$ cat config.mk
export PLATFORM = sky130hd
export DESIGN_NAME = lpc_reg_bank
export DESIGN_NICKNAME = d
export VERILOG_FILES = /design/src/rtl/lpc_reg_pkg.sv /design/src/rtl/lpc_reg_unlock_fsm.sv /design/src/rtl/lpc_reg_bank.sv
export SDC_FILE = /design/constraint.sdc
export NUM_CORES = 1
export LEC_CHECK = 0
export ABC_AREA = 1
export CORE_MARGIN = 1
export CORE_UTILIZATION = 30
export CTS_CLUSTER_SIZE = 40
export DETAILED_ROUTE_END_ITERATION = 6
export PLACE_DENSITY = 0.48
export SETUP_SLACK_MARGIN = 0.5
export SYNTH_ARGS = -nofsm -noshare
export SYNTH_HDL_FRONTEND = slang
export SYNTH_SLANG_ARGS = --single-unit
export TNS_END_PERCENT = 5
$ cat constraint.sdc
create_clock -name LpcClock -period 3.7 [get_ports LpcClock]
set_clock_uncertainty 0.1 [all_clocks]
set_input_delay 0.925 -clock LpcClock [delete_from_list [all_inputs] [get_ports LpcClock]]
set_output_delay 0.925 -clock LpcClock [all_outputs]
set_load 0.01 [all_outputs]
$ cat src/rtl/lpc_reg_pkg.sv
// Shared types and constants for the LPC register bank and its unlock FSM.
// Optional build macro used by this slice: LPC_REG_RELOCK_TIMEOUT_EN.
package lpc_reg_pkg;

    typedef enum logic [1:0] {
        LOCKED   = 2'd0,
        KEY1     = 2'd1,
        UNLOCKED = 2'd2
    } lock_state_t;

    localparam logic [7:0] KEY_CODE1 = 8'h55;
    localparam logic [7:0] KEY_CODE2 = 8'hAA;

    localparam logic [7:0] DEF_KEY_ADDR  = 8'h1C;
    localparam logic [7:0] DEF_STAT_ADDR = 8'h1D;
    localparam logic [7:0] DEF_IEN_ADDR  = 8'h1E;

endpackage

$ cat src/rtl/lpc_reg_unlock_fsm.sv
// Write-protect unlock FSM (0x55, 0xAA key sequence) with an optional idle relock
// timer enabled by LPC_REG_RELOCK_TIMEOUT_EN.
module lpc_reg_unlock_fsm
    import lpc_reg_pkg::*;
#(
    parameter int RELOCK_CYC = 1024
) (
    input  logic        clk_i,
    input  logic        rst_i,
    input  logic        key_wr_i,
    input  logic [7:0]  key_data_i,
    input  logic        other_wr_i,
`ifdef LPC_REG_RELOCK_TIMEOUT_EN
    input  logic        acc_wr_i,
`endif
    output lock_state_t state_o
);

    lock_state_t state_q, state_d;

`ifdef LPC_REG_RELOCK_TIMEOUT_EN
    localparam int CNT_W = $clog2(RELOCK_CYC + 1);

    logic [CNT_W-1:0] cnt_q, cnt_d;

    // Counts only while resting in UNLOCKED; any write or key activity restarts it.
    always_comb begin
        cnt_d = cnt_q;
        if (state_q != UNLOCKED || state_d != UNLOCKED || acc_wr_i || key_wr_i) begin
            cnt_d = '0;
        end else begin
            cnt_d = cnt_q + 1'b1;
        end
    end

    always_ff @(posedge clk_i) begin
        if (rst_i) begin
            cnt_q <= '0;
        end else begin
            cnt_q <= cnt_d;
        end
    end
`endif

    always_comb begin
        state_d = state_q;
        case (state_q)
            LOCKED: begin
                if (key_wr_i) begin
                    state_d = (key_data_i == KEY_CODE1) ? KEY1 : LOCKED;
                end
            end
            KEY1: begin
                if (key_wr_i) begin
                    state_d = (key_data_i == KEY_CODE2) ? UNLOCKED : LOCKED;
                end else if (other_wr_i) begin
                    state_d = LOCKED;
                end
            end
            UNLOCKED: begin
                if (key_wr_i) begin
                    state_d = LOCKED;
`ifdef LPC_REG_RELOCK_TIMEOUT_EN
                end else if (cnt_q == CNT_W'(RELOCK_CYC)) begin
                    state_d = LOCKED;
`endif
                end
            end
            default: state_d = LOCKED;
        endcase
    end

    always_ff @(posedge clk_i) begin
        if (rst_i) begin
            state_q <= LOCKED;
        end else begin
            state_q <= state_d;
        end
    end

    assign state_o = state_q;

endmodule

$ cat src/rtl/lpc_reg_bank.sv
// Parametrised LPC register bank: masked/protected writes, key unlock, W1C status,
// interrupt and registered read port. Optional macro: LPC_REG_RELOCK_TIMEOUT_EN.
module lpc_reg_bank
    import lpc_reg_pkg::*;
#(
    parameter int                       NUM_REGS   = 32,
    parameter int                       AW         = 8,
    parameter int                       DW         = 8,
    parameter logic [NUM_REGS*DW-1:0]   RESET_VAL  = '0,
    parameter logic [NUM_REGS*DW-1:0]   WR_MASK    = '1,
    parameter logic [NUM_REGS-1:0]      PROT_MASK  = '0,
    parameter logic [AW-1:0]            KEY_ADDR   = AW'(DEF_KEY_ADDR),
    parameter logic [AW-1:0]            STAT_ADDR  = AW'(DEF_STAT_ADDR),
    parameter logic [AW-1:0]            IEN_ADDR   = AW'(DEF_IEN_ADDR),
    parameter int                       EVT_W      = 8,
    parameter int                       RELOCK_CYC = 1024
) (
    input  logic                     LpcClock,
    input  logic                     PciReset,
    input  logic [AW-1:0]            Addr,
    input  logic                     Wr,
    input  logic [DW-1:0]            DataWr,
    input  logic                     Rd,
    output logic [DW-1:0]            RdData,
    output logic                     RdValid,
    input  logic [EVT_W-1:0]         HwEvent,
    output logic [NUM_REGS*DW-1:0]   RegFlat,
    output logic [NUM_REGS-1:0]      WrStrobe,
    output logic                     Unlocked,
    output logic                     Irq
);

    localparam int IDX_W   = (NUM_REGS > 1) ? $clog2(NUM_REGS) : 1;
    localparam int IEN_IDX = int'(IEN_ADDR);

    logic [DW-1:0]       regs_q [NUM_REGS];
    logic [DW-1:0]       regs_d [NUM_REGS];
    logic [EVT_W-1:0]    stat_q, stat_d;
    logic [DW-1:0]       rd_data_q, rd_data_d;
    logic                rd_valid_q;
    logic [NUM_REGS-1:0] wr_strobe_q, wr_strobe_d;
    logic                irq_q;

    lock_state_t         lock_state;
    logic                in_range;
    logic [IDX_W-1:0]    idx;
    logic                key_hit, stat_hit, gen_hit, gen_ok, acc_wr;
    logic [DW-1:0]       key_view, stat_view, wmask;

    assign in_range = (32'(Addr) < NUM_REGS);
    assign idx      = Addr[IDX_W-1:0];
    assign key_hit  = Wr && in_range && (Addr == KEY_ADDR);
    assign stat_hit = Wr && in_range && (Addr == STAT_ADDR);
    assign gen_hit  = Wr && in_range && !key_hit && !stat_hit;
    // Protection is judged against the state before this edge's key write.
    assign gen_ok   = gen_hit && (!PROT_MASK[idx] || lock_state == UNLOCKED);
    assign acc_wr   = gen_ok || key_hit || stat_hit;
    assign wmask    = WR_MASK[32'(idx)*DW +: DW];

    always_comb begin
        key_view      = '0;
        key_view[1:0] = lock_state;
    end

    assign stat_view = DW'(stat_q);

    lpc_reg_unlock_fsm #(
        .RELOCK_CYC (RELOCK_CYC)
    ) u_unlock_fsm (
        .clk_i      (LpcClock),
        .rst_i      (PciReset),
        .key_wr_i   (key_hit),
        .key_data_i (DataWr[7:0]),
        .other_wr_i (Wr && !key_hit),
`ifdef LPC_REG_RELOCK_TIMEOUT_EN
        .acc_wr_i   (acc_wr),
`endif
        .state_o    (lock_state)
    );

    always_comb begin
        regs_d = regs_q;
        if (gen_ok) begin
            regs_d[idx] = (wmask & DataWr) | (~wmask & regs_q[idx]);
        end
    end

    // Hardware set is OR-ed in after the clear so it wins on the same bit.
    assign stat_d = (stat_q & ~(stat_hit ? DataWr[EVT_W-1:0] : '0)) | HwEvent;

    always_comb begin
        wr_strobe_d = '0;
        if (acc_wr) begin
            wr_strobe_d[idx] = 1'b1;
        end
    end

    always_comb begin
        rd_data_d = '0;
        if (in_range) begin
            if (Addr == KEY_ADDR) begin
                rd_data_d = key_view;
            end else if (Addr == STAT_ADDR) begin
                rd_data_d = stat_view;
            end else begin
                rd_data_d = regs_q[idx];
            end
        end
    end

    always_ff @(posedge LpcClock) begin
        if (PciReset) begin
            for (int i = 0; i < NUM_REGS; i++) begin
                regs_q[i] <= RESET_VAL[i*DW +: DW];
            end
            stat_q      <= '0;
            rd_data_q   <= '0;
            rd_valid_q  <= 1'b0;
            wr_strobe_q <= '0;
            irq_q       <= 1'b0;
        end else begin
            regs_q      <= regs_d;
            stat_q      <= stat_d;
            rd_data_q   <= Rd ? rd_data_d : rd_data_q;
            rd_valid_q  <= Rd;
            wr_strobe_q <= wr_strobe_d;
            irq_q       <= |(stat_q & regs_q[IEN_IDX][EVT_W-1:0]);
        end
    end

    for (genvar g = 0; g < NUM_REGS; g++) begin : g_flat
        if (g == int'(KEY_ADDR)) begin : g_key
            assign RegFlat[g*DW +: DW] = key_view;
        end else if (g == int'(STAT_ADDR)) begin : g_stat
            assign RegFlat[g*DW +: DW] = stat_view;
        end else begin : g_reg
            assign RegFlat[g*DW +: DW] = regs_q[g];
        end
    end

    assign RdData   = rd_data_q;
    assign RdValid  = rd_valid_q;
    assign WrStrobe = wr_strobe_q;
    assign Unlocked = (lock_state == UNLOCKED);
    assign Irq      = irq_q;

endmodule

Word-level counts from Yosys, hierarchy flattened
Memories as Yosys holds them, arrays and structs flattened.
Cells that the tools add are included.
{ "word_totals": {"regBits": 308, "romBits": 32, "inputBits": 28, "output_inout_bits": 299, "word_cells": 103, "mem_count": 1} }
{ "classes": {"order_cmp": 5, "n_eq_ne": 9, "shift": 1, "muxes": 20, "bitwise": 10, "n_reduce_logical": 19} }
{ "memory_table": {"columns": ["name", "words", "word_bits", "rd", "rd_ports_with_merged_regs", "write_ports", "line", "rtl"], "rows": [
  ["(name not given)", 32, 1, 1, 0, 0, "lpc_reg_bank.sv:56", "assign gen_ok = gen_hit && (!PROT_MASK[idx] || lock_state == UNLOCKED);"]
]} }
{ "op_table": {"columns": ["operator", "n"], "rows": [
  ["$bwmux W256", 1],
  ["$shiftx A256 B9 Y8 const A", 1],
  ["$mux W8", 7],
  ["$bmux W8 S5", 1],
  ["$demux W8 S5", 1],
  ["$and A8 B8 Y8", 4],
  ["$eq A8 B5 Y1 const B", 2],
  ["$not A8 Y8", 2],
  ["$or A8 B8 Y8", 2],
  ["$mux W2", 5],
  ["$logic_and A1 B1 Y1", 9],
  ["$eq A8 B7 Y1 const B", 1],
  ["$eq A8 B8 Y1 const B", 1],
  ["$lt A8 B6 Y1 const B", 1],
  ["$reduce_or A8 Y1", 1],
  ["$ge A6 B6 Y1 const B", 1],
  ["$lt A5 B6 Y1 const B", 1],
  ["$lt A6 B1 Y1 const B", 1],
  ["$not A5 Y6", 1],
  ["$pmux W2 S3", 1],
  ["$demux W1 S5", 1],
  ["$ge A5 B1 Y1 const B", 1],
  ["$logic_not A1 Y1", 3],
  ["$logic_or A1 B1 Y1", 3],
  ["10 further kinds", 12]
]} }

Depth between registers and ports, before layout
{ "depth": {"depth_word": 11, "ltp_mapped": 15, "depth_no_buf": 13} }

Modules after synthesis
Synthesis repeated with hierarchy kept, for this count alone.
{ "unflattened": {"cells_unflattened": 2111, "hier_area_um2": 15143.3} }
{ "modules_own_cells": {"columns": ["module", "instances", "cells_per_inst", "area_each_um2", "seq_area_each_um2"], "rows": [
  ["lpc_reg_bank", 1, 2077, 14971.9, 6125.9],
  ["lpc_reg_unlock_fsm", 1, 34, 171.4, 40.0]
]} }

Worst setup path after synthesis
OpenSTA, ideal clock, no wires.
{ "synth_path": {"kind": "in2reg", "from": "input Addr[5]", "to": "register regs_q (netlist bit RegFlat[13])", "setup_time_ns": 0.119, "arrival_time_ns": 2.239, "required_ns": 3.481, "setup_slack_ns": 1.242, "path_stages": 10, "cell_sequence": "nor3_2 -> inv_1 -> nor2_1 -> nand3_2 -> inv_2 -> buf_6 -> nand3_2 -> buf_4 -> o21ai_0 -> a21oi_1"} }
{ "synth_between": {"elab_chain_cells": 7, "elab_cells_between_ends": 11, "classes_between": "order compare: 1; eq/ne: 2; reduce/logical: 8"} }
{ "synth_rtl": {"columns": ["item", "line", "rtl"], "rows": [
  ["from (decl)", "lpc_reg_bank.sv:20", "input logic [AW-1:0] Addr,"],
  ["$lt A8 B6 Y1", "lpc_reg_bank.sv:50", "assign in_range = (32'(Addr) < NUM_REGS);"],
  ["$logic_and A1 B1 Y1", "lpc_reg_bank.sv:52, lpc_reg_bank.sv:53, lpc_reg_bank.sv:54", null],
  ["$logic_and A1 B1 Y1", "lpc_reg_bank.sv:52", "assign key_hit = Wr && in_range && (Addr == KEY_ADDR);"],
  ["$logic_not A1 Y1", "lpc_reg_bank.sv:54", "assign gen_hit = Wr && in_range && !key_hit && !stat_hit;"],
  ["$logic_and A1 B1 Y1", "lpc_reg_bank.sv:54", null],
  ["$logic_and A1 B1 Y1 *", "lpc_reg_bank.sv:54", null],
  ["$logic_and A1 B1 Y1 *", "lpc_reg_bank.sv:56", null],
  ["to (signal, indexed assignment)", "lpc_reg_bank.sv:114", "regs_q[i] <= RESET_VAL[i*DW +: DW];"],
  ["to (signal assigned)", "lpc_reg_bank.sv:122", "regs_q <= regs_d;"],
  ["to (decl)", "lpc_reg_bank.sv:36", "logic [DW-1:0] regs_q [NUM_REGS];"]
]} }
Every way passes the cells marked *; elsewhere a longest branch is shown, timed or not.
A chain may end at the register's enable or synchronous reset.

Final worst setup path
{ "layout_path": {"from": "input Addr[1]", "to": "register rd_data_q[7], in the netlist RdData[7]"} }
{ "layout_between": {"elab_chain_cells": 7, "elab_cells_between_ends": 10, "classes_between": "order compare: 1; eq/ne: 2; mux: 6; bitwise: 1"} }
{ "layout_rtl": {"columns": ["item", "line", "rtl"], "rows": [
  ["$not A5 Y6 (implied by the code)", "lpc_reg_bank.sv:106", "rd_data_d = regs_q[idx];"],
  ["$bmux W8 S5", "lpc_reg_bank.sv:106", null],
  ["$mux W8 (implied by the code) (2 in a row)", "lpc_reg_bank.sv:106", null],
  ["$mux W8", "lpc_reg_bank.sv:103", "end else if (Addr == STAT_ADDR) begin"],
  ["$mux W8", "lpc_reg_bank.sv:101", "if (Addr == KEY_ADDR) begin"],
  ["$mux W8 *", "lpc_reg_bank.sv:100", "if (in_range) begin"],
  ["to (signal assigned)", "lpc_reg_bank.sv:124", "rd_data_q <= Rd ? rd_data_d : rd_data_q;"],
  ["to (decl)", "lpc_reg_bank.sv:39", "logic [DW-1:0] rd_data_q, rd_data_d;"]
]} }
Every way passes the cells marked *; elsewhere a longest branch is shown, timed or not. The select of a mux whose other input is x is not followed.

==> run_results.csv <==
group,metric,value,unit
critical_path,reg2reg_to,"RdData[7]",
global_routing,use_met3,0.0340,
detailed_routing,num_vias,13200,
layout,layout-drive-gt1-share,0.0699,
sta,rsz0062_at_grt,"no",
placement,gp_congestion,0.863,
placement,dp_hpwl,41.4,mm
synth,yosys.cell_types.count,27,
critical_path,required,4010,ps
sta,maxSlewHeadroom,0.495,
sta,fmaxAchievable,0.328,GHz
global_routing,antenna_found_initial,1,
floorplan,die_w,226,um
clock_network,postCtsSetupBuffers,0,
critical_path,path_cells,"clkdlybuf4s50_1 -> inv_2 -> nand2_2 -> buf_6 -> nor2_1 -> a21oi_1 -> nand2_1 -> nand2_1 -> nand2_1 -> nor2_1 -> nand3_1 -> nand2_1 -> a21oi_1",
global_routing,busiest_layer,"met2",
critical_path,cp.buffers_inverters,3,
min_path,hold_path_class,"register to register",
synth,avgSynthCellArea,7.13,um^2
global_routing,grt_pass1_wl,83.4,mm
clock_network,htree_levels,2,
run_status,status,"complete, no violations",
layout,multiInputGateArea,0.00541,mm^2
sta,min_period,3050,ps
global_routing,grt_max_degree,164,
floorplan,rows,81,
critical_path,path_delay_family,"buffers and inverters",
critical_path,cp_slowest_cell,"clkdlybuf4s50_1",
detailed_routing,dr.pass1.iters,5,
synth,yosysTopAreaCellShare,0.410,
global_routing,met1_usage,0.290,
synth,syn_area,0.0150,mm^2
critical_path,critPathMaxFanout,28,
min_path,hold_path_depth,2,
sta,hold_viol,0,
min_path,worstHoldStart,"regs_q[16]",
global_routing,grt_usage,0.222,
clock_network,cts_made_buffers,37,
global_routing,grtUsageMet2,0.375,
critical_path,r2r_cells,10,
synth,synth_commonest_cells,"nand2_1 (333), a21oi_1 (318), dfxtp_1 (308), inv_1 (281), buf_4 (258)",
floorplan,core,0.0492,mm^2
critical_path,worst-endpoint-arrival,3350,ps
sta,fin_crit_sh,0.823,
power_and_ir_drop,power_density,402,mW/mm^2
sta,worst_pin_slew,758,ps
clock_network,cts_buffer_depth,3,
detailed_routing,wl,57.9,mm
clock_network,cts_tree,"yes",
min_path,hold_end,"regs_q[16]",
synth,ys_top_cells_by_area,"dfxtp_1 (41%), buf_4 (13%), a21oi_1 (11%), nand2_1 (8.3%), o21ai_0 (7.9%)",
floorplan,die-area,0.0510,mm^2
critical_path,startpoint_type,"input pin",
detailed_routing,ant_nets,0,
synth,syn_inst,2111,
critical_path,regToRegSetupSlack,1890,ps
synth,synth_edf_count,0,
layout,nets,2181,
layout,layout.cells.non_filler,2840,
sta,setup_viol,0,
clock_network,clk_latency,550,ps
clock_network,cts-root-buf,"clkbuf_16",
floorplan,pin_count,327,
power_and_ir_drop,vdd_drop_max,0.000220,V
floorplan,die_h,226,um
synth,synth-seq-cells,308,
synth,async_reset_ff_frac,0,
detailed_routing,drt_iter0_markers,817,
detailed_routing,viasPerCell,4.66,
layout,fill_cells,5162,
detailed_routing,drc_errors,0,
synth,synth_most_common_cell,"nand2_1",
clock_network,cts_sinks,308,
placement,portBuffers,320,
floorplan,floorplan.initialDensity,0.306,
global_routing,grt-ovfl-total,0,
synth,yosysWarnings,0,
sta,setup_tns,0,ps
placement,place_inst,2778,
critical_path,end_kind,"register",
critical_path,r2r_start,"RegFlat[47]",
sta,slew_violations,0,
detailed_routing,wl_per_cell,20.4,um
synth,synth_top_cell_by_area,"dfxtp_1",
layout,area_growth,21.7,%
layout,seq_area,0.00617,mm^2
synth,synth_seq_area_share,0.410,
clock_network,clk_pin_slew_worst_paths,60,ps
synth,synth_ff_type,"dfxtp_1",
run,max_cap_violations,0,
global_routing,grt_pass1_vias,12700,
critical_path,worst_path_most_repeated_cell,"nand2_1",
critical_path,critPathMaxStageDelay,540,ps
critical_path,crit_type,"input pin to register",
power_and_ir_drop,power_leakage,6.57,nW
==> sequential cells by signal, summed over array words and instances, names as in the netlist <==
register / cells
RdData: 8
RdValid: 1
RegFlat: 240
WrStrobe: 32
Irq: 1
u_unlock_fsm.state_o: 2
regs_q: 16
stat_q: 8
==> metal layers <==
layer	share of wire	wire length (um)
met5	0	0
met4	0.020	1140
met3	0.051	2950
met2	0.48	27700
met1	0.45	26100
==> how the worst max path moves through the flow <==
stage	depth (start not counted)	slack, ps	start	endpoint
floorplan	10	1240	Addr[5]	RegFlat[13]
global placement	13	30	Addr[1]	RdData[7]
detailed placement	13	2	Addr[1]	RdData[7]
CTS	13	570	Addr[1]	RdData[7]
global route	10	570	Addr[5]	RegFlat[34]
finish	13	650	Addr[1]	RdData[7]
==> layout by cell type (no fill, tap or decap), drive strengths merged <==
cell           count
a31oi              1
a21oi            318
clkinv             6
clkinvlp           1
o21ai            256
nand4              8
nor4               1
dfxtp            308
nand3             37
diode              1
nor3              37
bufinv             2
o22ai             15
a221oi             2
conb               6
nor2             114
nand2            333
a22oi             14
o211ai             1
clkdlybuf4s50    319
inv              288
clkbuf            53
buf               55
==> timing repair <==
| action | CTS | global route |
|---|---|---|
| endpoints found under the setup margin | 0 | 2 |
| gates resized for setup | 0 | 1 |
| hold endpoints to repair | 0 | 0 |
| hold buffers | 0 | 0 |
==> where the power goes <==
part           internal (mW)  switching, mW
registers               3.33         0.0161
clock network           2.13           1.45
logic                  0.127          0.320
total                   5.58           1.78
==> worst register-to-register path: cells and delay by family (launching register included) <==
kind	cells	cell delay, ps
simple gates	7	880
buf+inv	1	70
compound gates	2	300
flops	1	310
==> logic make-up after synthesis <==
family                 synth area share
other                          0.000249
flip-flops                        0.410
buffers and inverters             0.234
AO/OA/AOI/OAI                     0.206
AND/OR/NAND/NOR                   0.150
==> area by class of cell <==
cell class / count / area share
flip-flops and latches: 308 / 0.337
multi-input cells: 1143 / 0.295
repair buffers: 374 / 0.200
inverters: 289 / 0.0594
clock buffers: 53 / 0.0582
well taps: 664 / 0.0454
clock inverters: 8 / 0.00506
diodes: 1 / 0.000137
==> stage by stage <==
step                      instance area, um^2  setup slack, ps  utilization  power (mW)  hold slack (ps)
after global routing                    18300              574        0.373        7.58              329
final                                   18300              654        0.373        7.37              327
after floorplan                         15100             1240            -        3.65              303
after detailed placement                17100             2.22        0.349        3.86              314
after global placement                  17100             29.3        0.349        3.86              310
after CTS                               18300              571        0.372        7.44              323
Note: power is estimated with default switching activity, not from simulation.
==> variant 1, RTL diff (config.mk and constraints unchanged) <==
Change the parameter `PROT_MASK` from '0 to 1.
--- a/src/rtl/lpc_reg_bank.sv
+++ b/src/rtl/lpc_reg_bank.sv
@@ -9,5 +9,5 @@
     parameter logic [NUM_REGS*DW-1:0]   RESET_VAL  = '0,
     parameter logic [NUM_REGS*DW-1:0]   WR_MASK    = '1,
-    parameter logic [NUM_REGS-1:0]      PROT_MASK  = '0,
+    parameter logic [NUM_REGS-1:0]      PROT_MASK  = 1,
     parameter logic [AW-1:0]            KEY_ADDR   = AW'(DEF_KEY_ADDR),
     parameter logic [AW-1:0]            STAT_ADDR  = AW'(DEF_STAT_ADDR),
Formal check against the unedited RTL: not equivalent (Yosys sat finds a counterexample within 4 cycles, from zero or initial values and one cycle with PciReset high).
==> variant 1 against the original RTL <==
- routed wire length down 1.1%
- design area down 2.0%
- power down 0.38%
- area after synthesis down 2.6%
- setup slack worse by 0.018 ns
- first-iteration DRC count up 27%
- synthesized cell count down 9.7%
- via count down 3.1%
- register-to-register slack worse by 0.18 ns
- sequential cell count unchanged
- global-route usage up 0.33 points
==> variant 1: results (changes against the original RTL) <==
Final #Nets=2,000 (-8.3%); GR met2 Demand/Resource=35.8% (-1.8 points); Worst path slowest cell=clkdlybuf4s50_1; TritonRoute pass-1 iters=5 (unchanged); vias in the first global route=12,206 (-4.0%); antenna violations before repair=3 (+2); FFs w/ async S/R, synth=0% (unchanged); CP max stage delay=0.61 ns (+0.07 ns); Total GRT Usage=22.5% (+0.33 points); H-tree levels=2 (unchanged); Vias/cell=4.91 (+5.2%); DR iter-0 viols=1,036 (+27%); maximum vdd drop=0.222 mV (+0.72%); first-pass GRT wire length=83.3 mm (-0.13%); Root Buffer=clkbuf_16; gp weighted congestion=0.870 (+0.88%); CP arrival=3.38 ns (+0.03 ns); post-synthesis cell type count=37 (+37%); Top FF cell, synth=dfxtp_1; largest net degree at the start of global routing=79 (-52%); outcome=finished clean; max reg flops=240 (unchanged); PortBufs=320 (unchanged); Synth top cells by count=nand2_1, dfxtp_1, buf_4; max_slew headroom=38.2% (-11 points); Leak=7.18 nW (+9.2%); CP startpoint kind=input port; critical path peak fanout=20 (-29%); placed inst area=0.0168 sq mm (-2.2%); Fillers=4,958 (-4.0%); synth top area cells=dfxtp_1, buf_4, nand2_1; post-synthesis sequential area ratio=42.1% (+1.1 points); DRT Wirelength=57.2 mm (-1.1%); layout cells sized above 1=9.35% (+2.4 points); met3 Usage GRT=4.61% (+1.2 points); GR met1 Demand/Resource=30.9% (+2.0 points); clk buf depth=3 (unchanged); HPWL after DPL=41.9 mm (+1.2%)
==> variant 1: cells by family (layout without fill, tap and decap cells) <==
logic type / Yosys count / after routing / synth area share, %
and+or+nand+nor: 619 / 619 / 20.3
AOI/OAI and AO/OA: 535 / 535 / 18.6
buffers and inverters: 444 / 531 / 19.0
DFF: 308 / 308 / 42.1
other: 1 / 7 / 0.0256
==> variant 1: per-layer routing <==
layer	share of wire [%]	wire, microns	vias to the layer above
met5	0.038	22	-
met4	1.6	906	4
met3	6.6	3770	56
met2	46	26300	444
met1	46	26200	6100
li1	-	-	6233
==> variant 1: where the power goes <==
part	internal, mW	switching (mW)
logic	0.118	0.315
registers	3.33	0.0179
clock network	2.11	1.45
==> variant 1: area by class of cell <==
cell class	instances	share of cell area (%)
inverters	71	1.54
clock inverters	9	0.446
repair buffers	394	21.3
clock buffers	57	6.09
well taps	615	4.29
flip-flops and latches	308	34.3
diodes	1	0.0139
multi-input cells	1160	31.9
==> variant 1: worst paths after layout <==
kind                                     to                    start  slack [ns]  depth (start not counted)
worst max-delay path              RdData[3]                  Addr[1]        0.64                         14
worst min-delay path             regs_q[25]               regs_q[25]        0.32                          2
worst max register to register  RegFlat[75]  u_unlock_fsm.state_o[1]        1.71                          7
worst min register to register   regs_q[25]               regs_q[25]        0.32                          2
==> variant 1: metrics by stage <==
stage	cells	setup slack, ns	power, mW	utilization (%)
after detailed placement	2548	0.0987	3.85	35.0
after global placement	2548	0.123	3.85	35.0
after global routing	2614	0.507	7.58	37.4
after CTS	2614	0.640	7.41	37.4
final	2615	0.636	7.34	37.4
after floorplan	1912	1.15	3.64	-
==> variant 1: critical path: cells and delay by family <==
kind,cells,cell delay (ns)
AND/OR/NAND/NOR,8,1.02
buffers and inverters,5,1.34
AO/OA/AOI/OAI,1,0.07
==> variant 2, RTL diff (same settings) <==
Made on the original files. Register the output `RegFlat`, with the module's reset; this adds one clock of latency there. The other outputs are not delayed to match.
--- a/src/rtl/lpc_reg_bank.sv
+++ b/src/rtl/lpc_reg_bank.sv
@@ -33,4 +33,6 @@
     localparam int IDX_W   = (NUM_REGS > 1) ? $clog2(NUM_REGS) : 1;
     localparam int IEN_IDX = int'(IEN_ADDR);
+
+    logic [NUM_REGS*DW-1:0] RegFlat_d;
 
     logic [DW-1:0]       regs_q [NUM_REGS];
@@ -131,9 +133,9 @@
     for (genvar g = 0; g < NUM_REGS; g++) begin : g_flat
         if (g == int'(KEY_ADDR)) begin : g_key
-            assign RegFlat[g*DW +: DW] = key_view;
+            assign RegFlat_d[g*DW +: DW] = key_view;
         end else if (g == int'(STAT_ADDR)) begin : g_stat
-            assign RegFlat[g*DW +: DW] = stat_view;
+            assign RegFlat_d[g*DW +: DW] = stat_view;
         end else begin : g_reg
-            assign RegFlat[g*DW +: DW] = regs_q[g];
+            assign RegFlat_d[g*DW +: DW] = regs_q[g];
         end
     end
@@ -145,4 +147,12 @@
     assign Irq      = irq_q;
 
+    always_ff @(posedge LpcClock) begin
+        if (PciReset) begin
+            RegFlat <= '0;
+        end else begin
+            RegFlat <= RegFlat_d;
+        end
+    end
+
 endmodule
 
Function: changed (a bounded check fails within 4 cycles, from zero or initial values and one cycle with PciReset high).
==> variant 2 against the original RTL <==
- setup slack improved by 0.055 ns
- combinational power rose by 15%
- global-route usage fell by 1.9 points
- sequential cell count rose by 250
- routed wire length rose by 18%
- sequential share of layout area rose by 10 points
- die area rose by 30%
- power rose by 70%
- area after synthesis rose by 30%
- cell count rose by 26%
- design area rose by 40%
==> variant 2: results (changes against the original RTL) <==
outcome=finished clean; H-tree levels=2 (unchanged); largest reg by FF count=RegFlat; layout cells sized above 1=7.42% (+0.43 points); maximum vdd drop=0.390 mV (+77%); post-synthesis cell type count=30 (+11%); hold path start=regs_q[18]; synth top area cells=dfxtp_1, a21oi_1, nor2_1; cells after synthesis=2,410 (+14%); Critical R2R Launch=RegFlat_d[134]; # diodes=0 (-1); routed length per instance=19.1 microns (-6.3%); Hold Crit Class=reg2reg; Leak=9.70 nW (+48%); Total GRT Usage=20.3% (-1.9 points); max reg flops=250 (+4.2%); leading area contributor after synthesis=dfxtp_1; clk buf depth=3 (unchanged); CP arrival=3.39 ns (+0.04 ns); hold endpoint=regs_q[18]; DR iter-0 viols=1,110 (+36%); Final #Nets=2,719 (+25%); clk slew on worst S/H paths=0.06 ns (about the same); reg2reg setup slack=2.01 ns (+0.12 ns); gp weighted congestion=0.860 (-0.34%); PortBufs=320 (unchanged); R2R cell count=9 (-1); placed inst area=0.0236 sq mm (+38%); r2r endpoint=RdData[6]; Clk Latency, worst-skew pair=0.63 ns (+0.08 ns); HPWL after DPL=49.5 mm (+20%); critical path peak fanout=28 (unchanged); post-synthesis sequential area ratio=57.1% (+16 points); post-CTS sizing=0 (unchanged); FFs w/ async S/R, synth=0% (unchanged); antenna violations before repair=1 (unchanged); WHS=0.322 ns (-0.00546 ns); hold depth=2 (unchanged); TritonRoute pass-1 iters=6 (+1); dpl cells=3,485 (+25%); first-pass GRT wire length=102 mm (+22%); vias=16,415 (+24%); Synthesis Warnings=0 (unchanged); largest net degree at the start of global routing=127 (-23%); post-place setup slack=0.137 ns (+0.135 ns); Synth top cells by count=dfxtp_1, nor2_1, nand2_1; Vias/cell=4.57 (-2.0%); Root Buffer=clkbuf_16; max_slew headroom=44.2% (-5.3 points); Post-CTS Setup Bufs=0 (unchanged); CTS buffer count=59 (+59%); Setup crit start=Addr[1]
-- variant 2: changes by cell type after synthesis, moves of 18 or more --
cell and change:
buf_4 -241, clkbuf_1 +29, dfxtp_1 +250, inv_1 +22, nor2_1 +246, o21ai_0 +29, o21ai_1 -18
-- variant 2: power by group --
group          leakage [nW]  switching, mW  total [mW]  internal [mW]
combinational          4.23          0.379       0.515          0.136
clock                 0.973           2.48        5.99           3.50
sequential             4.50         0.0136        6.05           6.03
-- variant 2: logic make-up (layout without fill, tap and decap cells) --
family                 Yosys count  after routing  synth area share [%]
and+or+nand+nor                765            765                  16.8
other                            1              6                0.0192
buffers and inverters          473            795                  10.1
DFF                            558            558                  57.1
AOI/OAI and AO/OA              613            613                  16.0
-- variant 2: layer usage --
layer	vias up	share of wire [%]	global-route usage, %
met1	7634	43	25.4
met4	0	3.2	7.12
met2	495	48	34.7
met3	117	5.5	3.82
li1	8169	-	-
met5	-	0	0
-- variant 2: worst max-delay path, stage by stage --
cell and delay [ns]:
clkdlybuf4s50_1 0.60, buf_4 0.30, nor2_4 0.07, nand3_2 0.12
nand3_2 0.11, inv_2 0.09, buf_12 0.25, nand3_1 0.43
o21ai_0 0.34, a21oi_1 0.07
-- variant 2: final cells by class --
class                      count  area (sq um)
clock buffer                  77          1670
multi-input combinational   1384          6470
sequential                   558         11200
tap                          855          1070
fill                        6536         38900
timing repair buffer         379          3740
clock inverter                30           289
inverter                     309          1160
-- variant 2: worst max path at each step --
stage | to | slack, ns | depth (start not counted)
finish | RegFlat_d[23] | 0.71 | 10
global route | RegFlat_d[34] | 0.62 | 10
CTS | Unlocked | 0.71 | 3
detailed placement | RdData[7] | 0.14 | 13
global placement | RdData[7] | 0.11 | 13
floorplan | RegFlat_d[70] | 1.18 | 8
